## src/rtl/clock_pkg.sv

```systemverilog
// Shared encodings for the clock/stopwatch/timer user-interface sequencer:
// display modes, editable timer fields and the KEY[3] press classifier states.
package clock_pkg;

    typedef enum logic [2:0] {
        MODE_CLOCK      = 3'd0,
        MODE_CLOCK_SET  = 3'd1,
        MODE_STOPWATCH  = 3'd2,
        MODE_TIMER      = 3'd3,
        MODE_TIMER_SET  = 3'd4
    } mode_e;

    typedef enum logic [1:0] {
        FLD_H = 2'd0,
        FLD_M = 2'd1,
        FLD_S = 2'd2
    } field_e;

    typedef enum logic [1:0] {
        KEY_PRESS_IDLE      = 2'd0,
        KEY_PRESS_HELD      = 2'd1,
        KEY_PRESS_LONG_DONE = 2'd2
    } key_press_e;

    // Editing order cycles hours -> minutes -> seconds -> hours.
    function automatic field_e next_field(input field_e f);
        case (f)
            FLD_H:   return FLD_M;
            FLD_M:   return FLD_S;
            default: return FLD_H;
        endcase
    endfunction

    // One-hot increment vector ordered {hours, minutes, seconds}.
    function automatic logic [2:0] field_onehot(input field_e f);
        case (f)
            FLD_H:   return 3'b100;
            FLD_M:   return 3'b010;
            FLD_S:   return 3'b001;
            default: return 3'b000;
        endcase
    endfunction

endpackage

```

## src/rtl/key_debounce.sv

```systemverilog
// Two-FF synchroniser plus debounce counter for one active-low push button;
// emits single-cycle pulses when the accepted level is pressed or released.
module key_debounce #(
    parameter int DEBOUNCE_CYC = 1_000_000
) (
    input  logic clk_50MHz,
    input  logic reset,
    input  logic key_n,
    output logic press_pulse,
    output logic release_pulse
);

    localparam int CNT_W = (DEBOUNCE_CYC > 1) ? $clog2(DEBOUNCE_CYC) : 1;
    localparam logic [CNT_W-1:0] CNT_LAST = CNT_W'(DEBOUNCE_CYC - 1);

    logic             sync1_q, sync2_q;
    logic             level_q, level_d;
    logic             press_q, press_d;
    logic             release_q, release_d;
    logic [CNT_W-1:0] cnt_q, cnt_d;

    // The accepted level only flips after DEBOUNCE_CYC consecutive differing samples.
    always_comb begin
        cnt_d     = '0;
        level_d   = level_q;
        press_d   = 1'b0;
        release_d = 1'b0;
        if (sync2_q != level_q) begin
            if (cnt_q == CNT_LAST) begin
                level_d   = sync2_q;
                press_d   = ~sync2_q;
                release_d = sync2_q;
            end else begin
                cnt_d = cnt_q + 1'b1;
            end
        end
    end

    always_ff @(posedge clk_50MHz or posedge reset) begin
        if (reset) begin
            sync1_q   <= 1'b1;
            sync2_q   <= 1'b1;
            level_q   <= 1'b1;
            cnt_q     <= '0;
            press_q   <= 1'b0;
            release_q <= 1'b0;
        end else begin
            sync1_q   <= key_n;
            sync2_q   <= sync1_q;
            level_q   <= level_d;
            cnt_q     <= cnt_d;
            press_q   <= press_d;
            release_q <= release_d;
        end
    end

    assign press_pulse   = press_q;
    assign release_pulse = release_q;

endmodule

```

## src/rtl/clock_ui_ctrl.sv

```systemverilog
// User-interface sequencer: turns DE2 keys/switches into mode, command pulses
// and run levels for the clock datapath, plus the shared 1 Hz tick and blink phase.
module clock_ui_ctrl
    import clock_pkg::*;
#(
    parameter int CLK_HZ       = 50_000_000,
    parameter int DEBOUNCE_CYC = 1_000_000,
    parameter int LONG_CYC     = 50_000_000
) (
    input  logic       clk_50MHz,
    input  logic       reset,
    input  logic [2:0] key_n,
    input  logic [3:0] sw,
    input  logic       timer_done,
    output logic       tick_1hz,
    output logic [2:0] mode,
    output logic       inc_min,
    output logic       inc_hr,
    output logic       sw_run,
    output logic       sw_clr,
    output logic       tmr_run,
    output logic       tmr_clr,
    output logic [2:0] tmr_inc,
    output logic [1:0] field_sel,
    output logic       blink
);

    localparam int DIV_W  = (CLK_HZ > 1) ? $clog2(CLK_HZ) : 1;
    localparam int HOLD_W = (LONG_CYC > 1) ? $clog2(LONG_CYC) : 1;
    localparam logic [DIV_W-1:0]  DIV_LAST  = DIV_W'(CLK_HZ - 1);
    localparam logic [DIV_W-1:0]  DIV_HALF  = DIV_W'(CLK_HZ / 2);
    localparam logic [HOLD_W-1:0] HOLD_LAST = HOLD_W'(LONG_CYC - 1);

    logic [2:0] key_press, key_release;
    logic       unused_release;

    for (genvar i = 0; i < 3; i++) begin : g_key
        key_debounce #(
            .DEBOUNCE_CYC (DEBOUNCE_CYC)
        ) u_key (
            .clk_50MHz     (clk_50MHz),
            .reset         (reset),
            .key_n         (key_n[i]),
            .press_pulse   (key_press[i]),
            .release_pulse (key_release[i])
        );
    end

    // Only KEY[3] distinguishes short from long presses.
    assign unused_release = ^key_release[1:0];

    logic [3:0]        sw_sync1_q, sw_sync2_q;
    mode_e             mode_q, mode_d;
    key_press_e        state_q, state_d;
    logic [HOLD_W-1:0] hold_q, hold_d;
    logic [DIV_W-1:0]  div_q, div_d;
    field_e            field_sel_q, field_sel_d;
    logic              tick_q, tick_d;
    logic              sw_run_q, sw_run_d, tmr_run_q, tmr_run_d;
    logic              sw_clr_q, sw_clr_d, tmr_clr_q, tmr_clr_d;
    logic              inc_min_q, inc_min_d, inc_hr_q, inc_hr_d;
    logic [2:0]        tmr_inc_q, tmr_inc_d;
    logic              mode_change, enter_tset, short_act, long_act;

    always_comb begin
        if (sw_sync2_q[1])      mode_d = MODE_STOPWATCH;
        else if (sw_sync2_q[2]) mode_d = sw_sync2_q[3] ? MODE_TIMER_SET : MODE_TIMER;
        else                    mode_d = sw_sync2_q[0] ? MODE_CLOCK_SET : MODE_CLOCK;
    end

    assign mode_change = (mode_d != mode_q);
    assign enter_tset  = mode_change && (mode_d == MODE_TIMER_SET);

    // KEY[3] classifier; any mode change abandons a hold without an action.
    always_comb begin
        state_d   = state_q;
        hold_d    = hold_q;
        short_act = 1'b0;
        long_act  = 1'b0;
        if (mode_change) begin
            state_d = KEY_PRESS_IDLE;
            hold_d  = '0;
        end else begin
            case (state_q)
                KEY_PRESS_IDLE: begin
                    if (key_press[2] && (mode_q == MODE_STOPWATCH || mode_q == MODE_TIMER)) begin
                        state_d = KEY_PRESS_HELD;
                        hold_d  = '0;
                    end
                end
                KEY_PRESS_HELD: begin
                    if (key_release[2]) begin
                        short_act = 1'b1;
                        state_d   = KEY_PRESS_IDLE;
                    end else if (hold_q == HOLD_LAST) begin
                        long_act = 1'b1;
                        state_d  = KEY_PRESS_LONG_DONE;
                    end else begin
                        hold_d = hold_q + 1'b1;
                    end
                end
                KEY_PRESS_LONG_DONE: begin
                    if (key_release[2]) state_d = KEY_PRESS_IDLE;
                end
                default: state_d = KEY_PRESS_IDLE;
            endcase
        end
    end

    always_comb begin
        sw_run_d    = sw_run_q;
        tmr_run_d   = tmr_run_q;
        sw_clr_d    = 1'b0;
        tmr_clr_d   = 1'b0;
        inc_min_d   = 1'b0;
        inc_hr_d    = 1'b0;
        tmr_inc_d   = 3'b000;
        field_sel_d = field_sel_q;
        case (mode_q)
            MODE_CLOCK_SET: begin
                inc_min_d = key_press[0];
                inc_hr_d  = key_press[1];
            end
            MODE_TIMER_SET: begin
                if (key_press[0]) field_sel_d = next_field(field_sel_q);
                if (key_press[1]) tmr_inc_d = field_onehot(field_sel_q);
            end
            MODE_STOPWATCH: begin
                if (short_act) sw_run_d = ~sw_run_q;
                if (long_act) begin
                    sw_run_d = 1'b0;
                    sw_clr_d = 1'b1;
                end
            end
            MODE_TIMER: begin
                if (short_act) tmr_run_d = ~tmr_run_q;
                if (long_act) begin
                    tmr_run_d = 1'b0;
                    tmr_clr_d = 1'b1;
                end
            end
            default: ;
        endcase
        if (enter_tset) begin
            field_sel_d = FLD_H;
            tmr_run_d   = 1'b0;
        end
        // The datapath reaching zero overrides any toggle in the same cycle.
        if (timer_done) tmr_run_d = 1'b0;
    end

    always_comb begin
        div_d  = (div_q == DIV_LAST) ? '0 : div_q + 1'b1;
        tick_d = (div_d == DIV_LAST);
    end

    always_ff @(posedge clk_50MHz or posedge reset) begin
        if (reset) begin
            sw_sync1_q  <= '0;
            sw_sync2_q  <= '0;
            mode_q      <= MODE_CLOCK;
            state_q     <= KEY_PRESS_IDLE;
            hold_q      <= '0;
            div_q       <= '0;
            tick_q      <= 1'b0;
            field_sel_q <= FLD_H;
            sw_run_q    <= 1'b0;
            tmr_run_q   <= 1'b0;
            sw_clr_q    <= 1'b0;
            tmr_clr_q   <= 1'b0;
            inc_min_q   <= 1'b0;
            inc_hr_q    <= 1'b0;
            tmr_inc_q   <= 3'b000;
        end else begin
            sw_sync1_q  <= sw;
            sw_sync2_q  <= sw_sync1_q;
            mode_q      <= mode_d;
            state_q     <= state_d;
            hold_q      <= hold_d;
            div_q       <= div_d;
            tick_q      <= tick_d;
            field_sel_q <= field_sel_d;
            sw_run_q    <= sw_run_d;
            tmr_run_q   <= tmr_run_d;
            sw_clr_q    <= sw_clr_d;
            tmr_clr_q   <= tmr_clr_d;
            inc_min_q   <= inc_min_d;
            inc_hr_q    <= inc_hr_d;
            tmr_inc_q   <= tmr_inc_d;
        end
    end

    assign tick_1hz  = tick_q;
    assign mode      = mode_q;
    assign inc_min   = inc_min_q;
    assign inc_hr    = inc_hr_q;
    assign sw_run    = sw_run_q;
    assign sw_clr    = sw_clr_q;
    assign tmr_run   = tmr_run_q;
    assign tmr_clr   = tmr_clr_q;
    assign tmr_inc   = tmr_inc_q;
    assign field_sel = field_sel_q;
    assign blink     = (mode_q == MODE_CLOCK_SET || mode_q == MODE_TIMER_SET) ? (div_q < DIV_HALF) : 1'b1;

endmodule
```

## config.mk

```make
export PLATFORM = sky130hd
export DESIGN_NAME = clock_ui_ctrl
export DESIGN_NICKNAME = d
export VERILOG_FILES = /design/src/rtl/clock_pkg.sv /design/src/rtl/key_debounce.sv /design/src/rtl/clock_ui_ctrl.sv
export SDC_FILE = /design/constraint.sdc
export NUM_CORES = 1
export LEC_CHECK = 0
export BUFFER_PORTS_ARGS = -buffer_cell sky130_fd_sc_hd__buf_2
export CORE_MARGIN = 2
export CORE_UTILIZATION = 36
export CTS_CLUSTER_SIZE = 20
export DETAILED_ROUTE_END_ITERATION = 16
export GPL_ROUTABILITY_DRIVEN = 0
export SLEW_MARGIN = 5
export SYNTH_ARGS = -nofsm -noshare
export SYNTH_HDL_FRONTEND = slang
export SYNTH_HIERARCHICAL = 1
export SYNTH_SLANG_ARGS = --single-unit
```

## constraint.sdc

```tcl
create_clock -name clk_50MHz -period 7.3 [get_ports clk_50MHz]
set_input_delay 0 -clock clk_50MHz [delete_from_list [all_inputs] [get_ports clk_50MHz]]
set_output_delay 0 -clock clk_50MHz [all_outputs]
set_load 0.02 [all_outputs]
```

==> out/metrics.cfg, run 1 <==
[detailed_routing]
wl_per_cell_um=15.4
vias=5850
dr.pass1.iters=5
vias_per_cell=5.43
ant_nets=0
drt_wl_total_um=16600
drt_iter0_markers=414
drcViolationCount=0

[grt]
grt_pass1_wl_um=28100
grtUsageTotal_pct=15.6
met1_usage_pct=21.7
top_usage_layer=met2
grt_pass1_vias=5507
overflow=0
antenna_found_initial=0
use_met3_pct=4.09
global_route.usage.met2_pct=24.2
grt_max_degree=78

[timing]
slew_violations=0
rsz0062_at_grt=false
tightestPinTransition_ns=1.06
final-hold-violation-count=0
fin_crit_ns=2.87
fmax_ghz=0.348
fin_skew_ns=0.0172
relSlewSlack_pct=29.1
fin_crit_sh_pct=39.4
tns_ns=0
setup_viol=0

[final_layout]
syn_to_final_growth_pct=13.0
multi_input_area_mm2=0.00365
diodes=0
register_area_mm2=0.00376
drive_gt1_share_pct=12.6
nNetsFinal=805
final_util_pct=41.3
fillCellCount=2050

[worst_setup_path]
arrival_ns=3.23
end_kind=register
startpoint_type=register
crit_type=register to register
crit_required_ns=7.65
crit_fanout=16
r2r_setup_slack_ns=4.43

[floorplan]
start_util_pct=36.5
die_w_um=150
num_rows=53
fp.coreArea_mm2=0.0209
die_area_mm2=0.0224
pin_count=26
die_h_um=150

[clocking]
cts.sinks=150
hold_buffers=9
clk_latency_ns=0.43
clockBufferDepth=2
clk_pin_slew_ns=0.06
cts-htree-levels=4
cts_resized=0
post_cts_buffers=0
cts_tree=done
cts_buffers=17
root_buffer=clkbuf_16

[worst_hold_path]
hp-class=primary input to register

[logic_synthesis]
synthCells=765
synth_warnings=6
syn_area_mm2=0.00763
syn_nets=780
synth_area_per_cell_um2=9.98

[placement]
place_hpwl_um=11200
port_buffers=25

[power]
power_leakage_nw=3.53
vdd_drop_max_v=0.000166
power.density_mw_per_mm2=203

[status]
outcome=completed

[flow_run]
cap_violations=0

-- critical path: stages (launching register included) --
cell and delay [ns]:
dfrtp_1 0.43, ha_1 0.25, and3_1 0.25, and2_1 0.17, a41oi_1 0.45, nand3_1 0.62
or3_1 0.54, o21ai_1 0.09
-- power breakdown --
part,internal [mW],leakage (nW),switching [mW]
registers,0.842,2.02,0.00929
clock network,0.482,0.270,0.363
logic,0.0164,1.24,0.0394
total,1.34,3.53,0.412
-- per-stage QoR --
stage | cell area, um2 | hold WS, ns | power (mW) | setup slack [ns] | std cells
after CTS | 8630 | 0.201 | 1.78 | 4.51 | 1078
after floorplan | 7630 | 0.00448 | 0.901 | 4.93 | 765
after detailed placement | 7970 | 0.112 | 0.920 | 4.55 | 1037
after global placement | 7970 | 0.112 | 0.919 | 4.55 | 1037
after global routing | 8630 | 0.205 | 1.82 | 4.29 | 1078
final | 8630 | 0.215 | 1.75 | 4.43 | 1078
-- metal layers --
layer,vias to the layer above,part of all wire (%)
li1,2857,-
met1,2873,48
met2,105,46
met3,15,4.1
met4,0,1.2
met5,-,0
-- sequential cells by signal, indices dropped and copies added, names as in the netlist --
| name | cells |
|---|---|
| g_key.u_key/cnt_q | 60 |
| div_q | 26 |
| hold_q | 26 |
| sw_sync1_q | 4 |
| sw_sync2_q | 4 |
| g_key.u_key/level_q | 3 |
| g_key.u_key/press_pulse | 3 |
| g_key.u_key/sync1_q | 3 |
| g_key.u_key/sync2_q | 3 |
| mode | 3 |
| tmr_inc | 3 |
| field_sel | 2 |
| state_q | 2 |
| g_key.u_key/release_pulse | 1 |
| inc_hr | 1 |
| inc_min | 1 |
| sw_clr | 1 |
| sw_run | 1 |
| tick_1hz | 1 |
| tmr_clr | 1 |
| tmr_run | 1 |
-- path summary, 6_finish.rpt --
| path | end | startpoint | depth (start not counted) |
|---|---|---|---|
| worst max-delay path | hold_q[19]$_DFFE_PP0P_ | hold_q[0]$_DFFE_PP0P_ | 7 |
| max in group asynchronous | tick_1hz$_DFF_PP0_ | reset | 4 |
| worst min register to register | sw_sync2_q[1]$_DFF_PP0_ | sw_sync1_q[1]$_DFF_PP0_ | 0 |
| worst min-delay path | g_key[0].u_key/sync1_q$_DFF_PP1_ | key_n[0] | 2 |
| min in group asynchronous | g_key[0].u_key/press_pulse$_DFF_PP0_ | reset | 3 |
| worst max register to register | hold_q[19]$_DFFE_PP0P_ | hold_q[0]$_DFFE_PP0P_ | 7 |
-- final cells by class --
cell class / count / area share [%]
timing repair buffer: 38 / 2.84
clock inverter: 13 / 1.44
inverter: 15 / 0.667
tap: 275 / 3.99
clock buffer: 19 / 5.13
sequential: 150 / 43.6
multi-input combinational: 568 / 42.3
-- placed cells by master, fill, tap and decap left out, types with 4 or more instances in the layout --
| cell type | count |
|---|---|
| dfrtp_1 | 141 |
| nor2_1 | 81 |
| nand3_1 | 55 |
| nand2_1 | 55 |
| a21oi_1 | 33 |
| o21ai_0 | 33 |
| xor2_1 | 33 |
| or3_1 | 28 |
| xnor2_1 | 28 |
| buf_2 | 25 |
| and3_1 | 22 |
| clkbuf_16 | 17 |
| nand4_1 | 15 |
| a31oi_1 | 13 |
| and4_1 | 13 |
| inv_1 | 13 |
| or4_1 | 12 |
| nor4_1 | 12 |
| o31ai_1 | 10 |
| nor3b_1 | 9 |
| o211ai_1 | 9 |
| dfstp_2 | 9 |
| dlygate4sd3_1 | 9 |
| nor4b_1 | 8 |
| nor3_1 | 7 |
| o21ai_1 | 7 |
| nor2b_1 | 6 |
| nand2b_1 | 6 |
| nand4b_1 | 5 |
| ha_1 | 5 |
| a41oi_1 | 4 |
| o41ai_1 | 4 |
| clkinv_4 | 4 |
| buf_4 | 4 |
Power figures use the tool's default switching activity.
==> run 2: changes to the inputs <==
==> constraint.sdc (replaced) <==
create_clock -name clk_50MHz -period 2.8 [get_ports clk_50MHz]
set_input_delay 0 -clock clk_50MHz [delete_from_list [all_inputs] [get_ports clk_50MHz]]
set_output_delay 0 -clock clk_50MHz [all_outputs]
set_load 0.02 [all_outputs]
==> run 2 against run 1 <==
  * Clock power grew 140%
  * Die area is the same
  * Worst hold slack lost 0.0086 ns
  * Largest cell class unchanged
  * Largest power group unchanged
==> out/metrics.cfg, run 2 (same netlist as run 1, synthesis figures left out) <==
[power]
power_switching_mw=1.05  ; was 412 uW
vdd_drop_max_v=0.000413  ; was 0.000166 V
p_int_mw=3.39  ; was 1.34 mW
power_leakage_nw=3.59  ; was 3.53 nW
p_total_mw=4.44  ; was 1.75 mW
p_clk_share_pct=46.5  ; was 48.2%
power.density_mw_per_mm2=509  ; was 203 mW/mm2
combPwrFrac_pct=3.5  ; was 3.2%
swShare_pct=23.7  ; was 23.5%
seqPwrFrac_pct=49.9  ; was 48.6%

[worst_setup_path]
crit_fanout=6  ; was 16
cp_top_family=simple AND/OR/NAND/NOR gates  ; unchanged
path_cells=ha_1 > and4_1 > nand4_4 > nor4_2 > xnor2_1 > or4b_1 > a2111oi_2  ; was ha_1 > and3_1 > and2_1 > a41oi_1 > nand3_1 > or3_1 > o21ai_1
r2r_setup_slack_ns=0.28  ; was 4.43 ns
startpoint_type=register  ; unchanged
crit_buf_inv=0  ; unchanged
slowest_delay_ns=0.54  ; was 0.62 ns
end_kind=register  ; unchanged
cp-startpoint=div_q[0]$_DFF_PP0_  ; was hold_q[0]$_DFFE_PP0P_
crit_type=register to register  ; unchanged
critPathSlowestCell=or4b_1  ; was nand3_1
crit_required_ns=3.11  ; was 7.65 ns
arrival_ns=2.84  ; was 3.23 ns
crit-reg2reg-launch=div_q[0]$_DFF_PP0_  ; was hold_q[0]$_DFFE_PP0P_

[final_layout]
top_register=g_key.u_key/cnt_q  ; unchanged
syn_to_final_growth_pct=14.1  ; was 13.0%
nNetsFinal=819  ; was 805
finalInstanceArea_mm2=0.00871  ; was 0.00863 mm2
final_cell_mix=dfrtp_1 (141), nor2_1 (81), nand3_1 (55), nand2_1 (55)  ; unchanged
final_util_pct=41.7  ; was 41.3%
reg_top3=g_key.u_key/cnt_q: 60 flops, div_q: 26 flops, hold_q: 26 flops  ; unchanged
largest_reg_flops=60  ; unchanged
final-instance-count-excl-fill=1092  ; was 1,078
diodes=0  ; unchanged
final_common_cell=dfrtp_1  ; unchanged
drive_gt1_share_pct=14.0  ; was 12.6%

[detailed_routing]
drcViolationCount=0  ; unchanged
vias_per_cell=5.35  ; was 5.43
drt_wl_total_um=16200  ; was 16,600 um
ant_nets=0  ; unchanged
drt_iter0_markers=362  ; was 414
wl_per_cell_um=14.9  ; was 15.4 um
dr.pass1.iters=5  ; unchanged
vias=5842  ; was 5,850

[timing]
slew_violations=0  ; unchanged
timing.hold.ws_ns=0.206  ; was 0.215 ns
fin_crit_sh_pct=90.2  ; was 39.4%
fin_skew_ns=0.0132  ; was 0.0172 ns
rsz0062_at_grt=false  ; unchanged
setup_viol=0  ; unchanged
relSlewSlack_pct=38.4  ; was 29.1%
fin_crit_ns=2.52  ; was 2.87 ns
fin_ws_ns=0.275  ; was 4.43 ns
tightestPinTransition_ns=0.923  ; was 1.06 ns
fmax_ghz=0.396  ; was 0.348 GHz
tns_ns=0  ; unchanged
final-hold-violation-count=0  ; unchanged

[clocking]
hold_buffers=9  ; unchanged
clockBufferDepth=2  ; unchanged
clk_latency_ns=0.43  ; about the same
cts_buffers=17  ; unchanged
post_cts_buffers=0  ; unchanged
cts-htree-levels=4  ; unchanged
cts_resized=0  ; unchanged
root_buffer=clkbuf_16  ; unchanged
clk_pin_slew_ns=0.06  ; about the same
cts.sinks=150  ; unchanged
cts_tree=done  ; unchanged

[placement]
port_buffers=25  ; unchanged
placed_cell_area_mm2=0.00809  ; was 0.00797 mm2
preCtsSetupSlack_ns=0.279  ; was 4.55 ns
dp.cells=1051  ; was 1,037
place_hpwl_um=11300  ; was 11,200 um

[grt]
grtUsageTotal_pct=15.2  ; was 15.6%
antenna_found_initial=0  ; unchanged
grt_pass1_vias=5489  ; was 5,507
grt_max_degree=41  ; was 78
grt_pass1_wl_um=27300  ; was 28,100 um
overflow=0  ; unchanged

[worst_hold_path]
hp-start=key_n[2]  ; was key_n[0]
hp-class=primary input to register  ; unchanged

[floorplan]
pin_count=26  ; unchanged
fp.coreArea_mm2=0.0209  ; unchanged
num_rows=53  ; unchanged
die_area_mm2=0.0224  ; unchanged
die_h_um=150  ; unchanged
die_w_um=150  ; unchanged
start_util_pct=36.5  ; unchanged

[status]
outcome=completed  ; unchanged

[flow_run]
cap_violations=0  ; unchanged

==> run 2: power groups by stage <==
stage                     registers (mW)  clock network (mW)  logic [mW]
after global routing                2.22                2.22       0.179
after floorplan                     2.25                   0      0.0966
after global placement              2.25                   0       0.151
after CTS                           2.22                2.12       0.162
final                               2.22                2.07       0.157
after detailed placement            2.25                   0       0.151
==> run 2: final timing paths <==
path / endpoint / depth (start not counted)
min in group asynchronous: mode[0]$_DFF_PP0_ / 3
min: g_key[2].u_key/sync1_q$_DFF_PP1_ / 2
max in group asynchronous: g_key[1].u_key/cnt_q[4]$_DFF_PP0_ / 3
max reg2reg: tick_1hz$_DFF_PP0_ / 7
min reg2reg: sw_sync2_q[1]$_DFF_PP0_ / 0
max: tick_1hz$_DFF_PP0_ / 7
==> run 2: final cells by class <==
type                            instances  area (um2)
Clock buffer                           19         433
Tap cell                              275         344
Inverter                               15        57.6
Clock inverter                         13         100
Multi-Input combinational cell        568        3650
Fill cell                            1994       12200
Timing Repair Buffer                   52         363
Sequential cell                       150        3760
==> run 2: worst reg2reg max path, delay by kind of cell, from the launching register on <==
| kind | cells | cell delay (ns) |
|---|---|---|
| simple gates | 4 | 1.34 |
| compound gates | 1 | 0.35 |
| fa+ha+maj | 1 | 0.24 |
| flops | 1 | 0.39 |
| xor+xnor | 1 | 0.11 |
==> run 2: routing by layer <==
| metal | wire (um) | track usage [%] | up-vias |
|---|---|---|---|
| met5 | 0 | 0 | - |
| met4 | 295 | 7.38 | 0 |
| met3 | 551 | 2.99 | 24 |
| met2 | 7470 | 22.8 | 111 |
| met1 | 7900 | 21.1 | 2820 |
| li1 | - | - | 2887 |
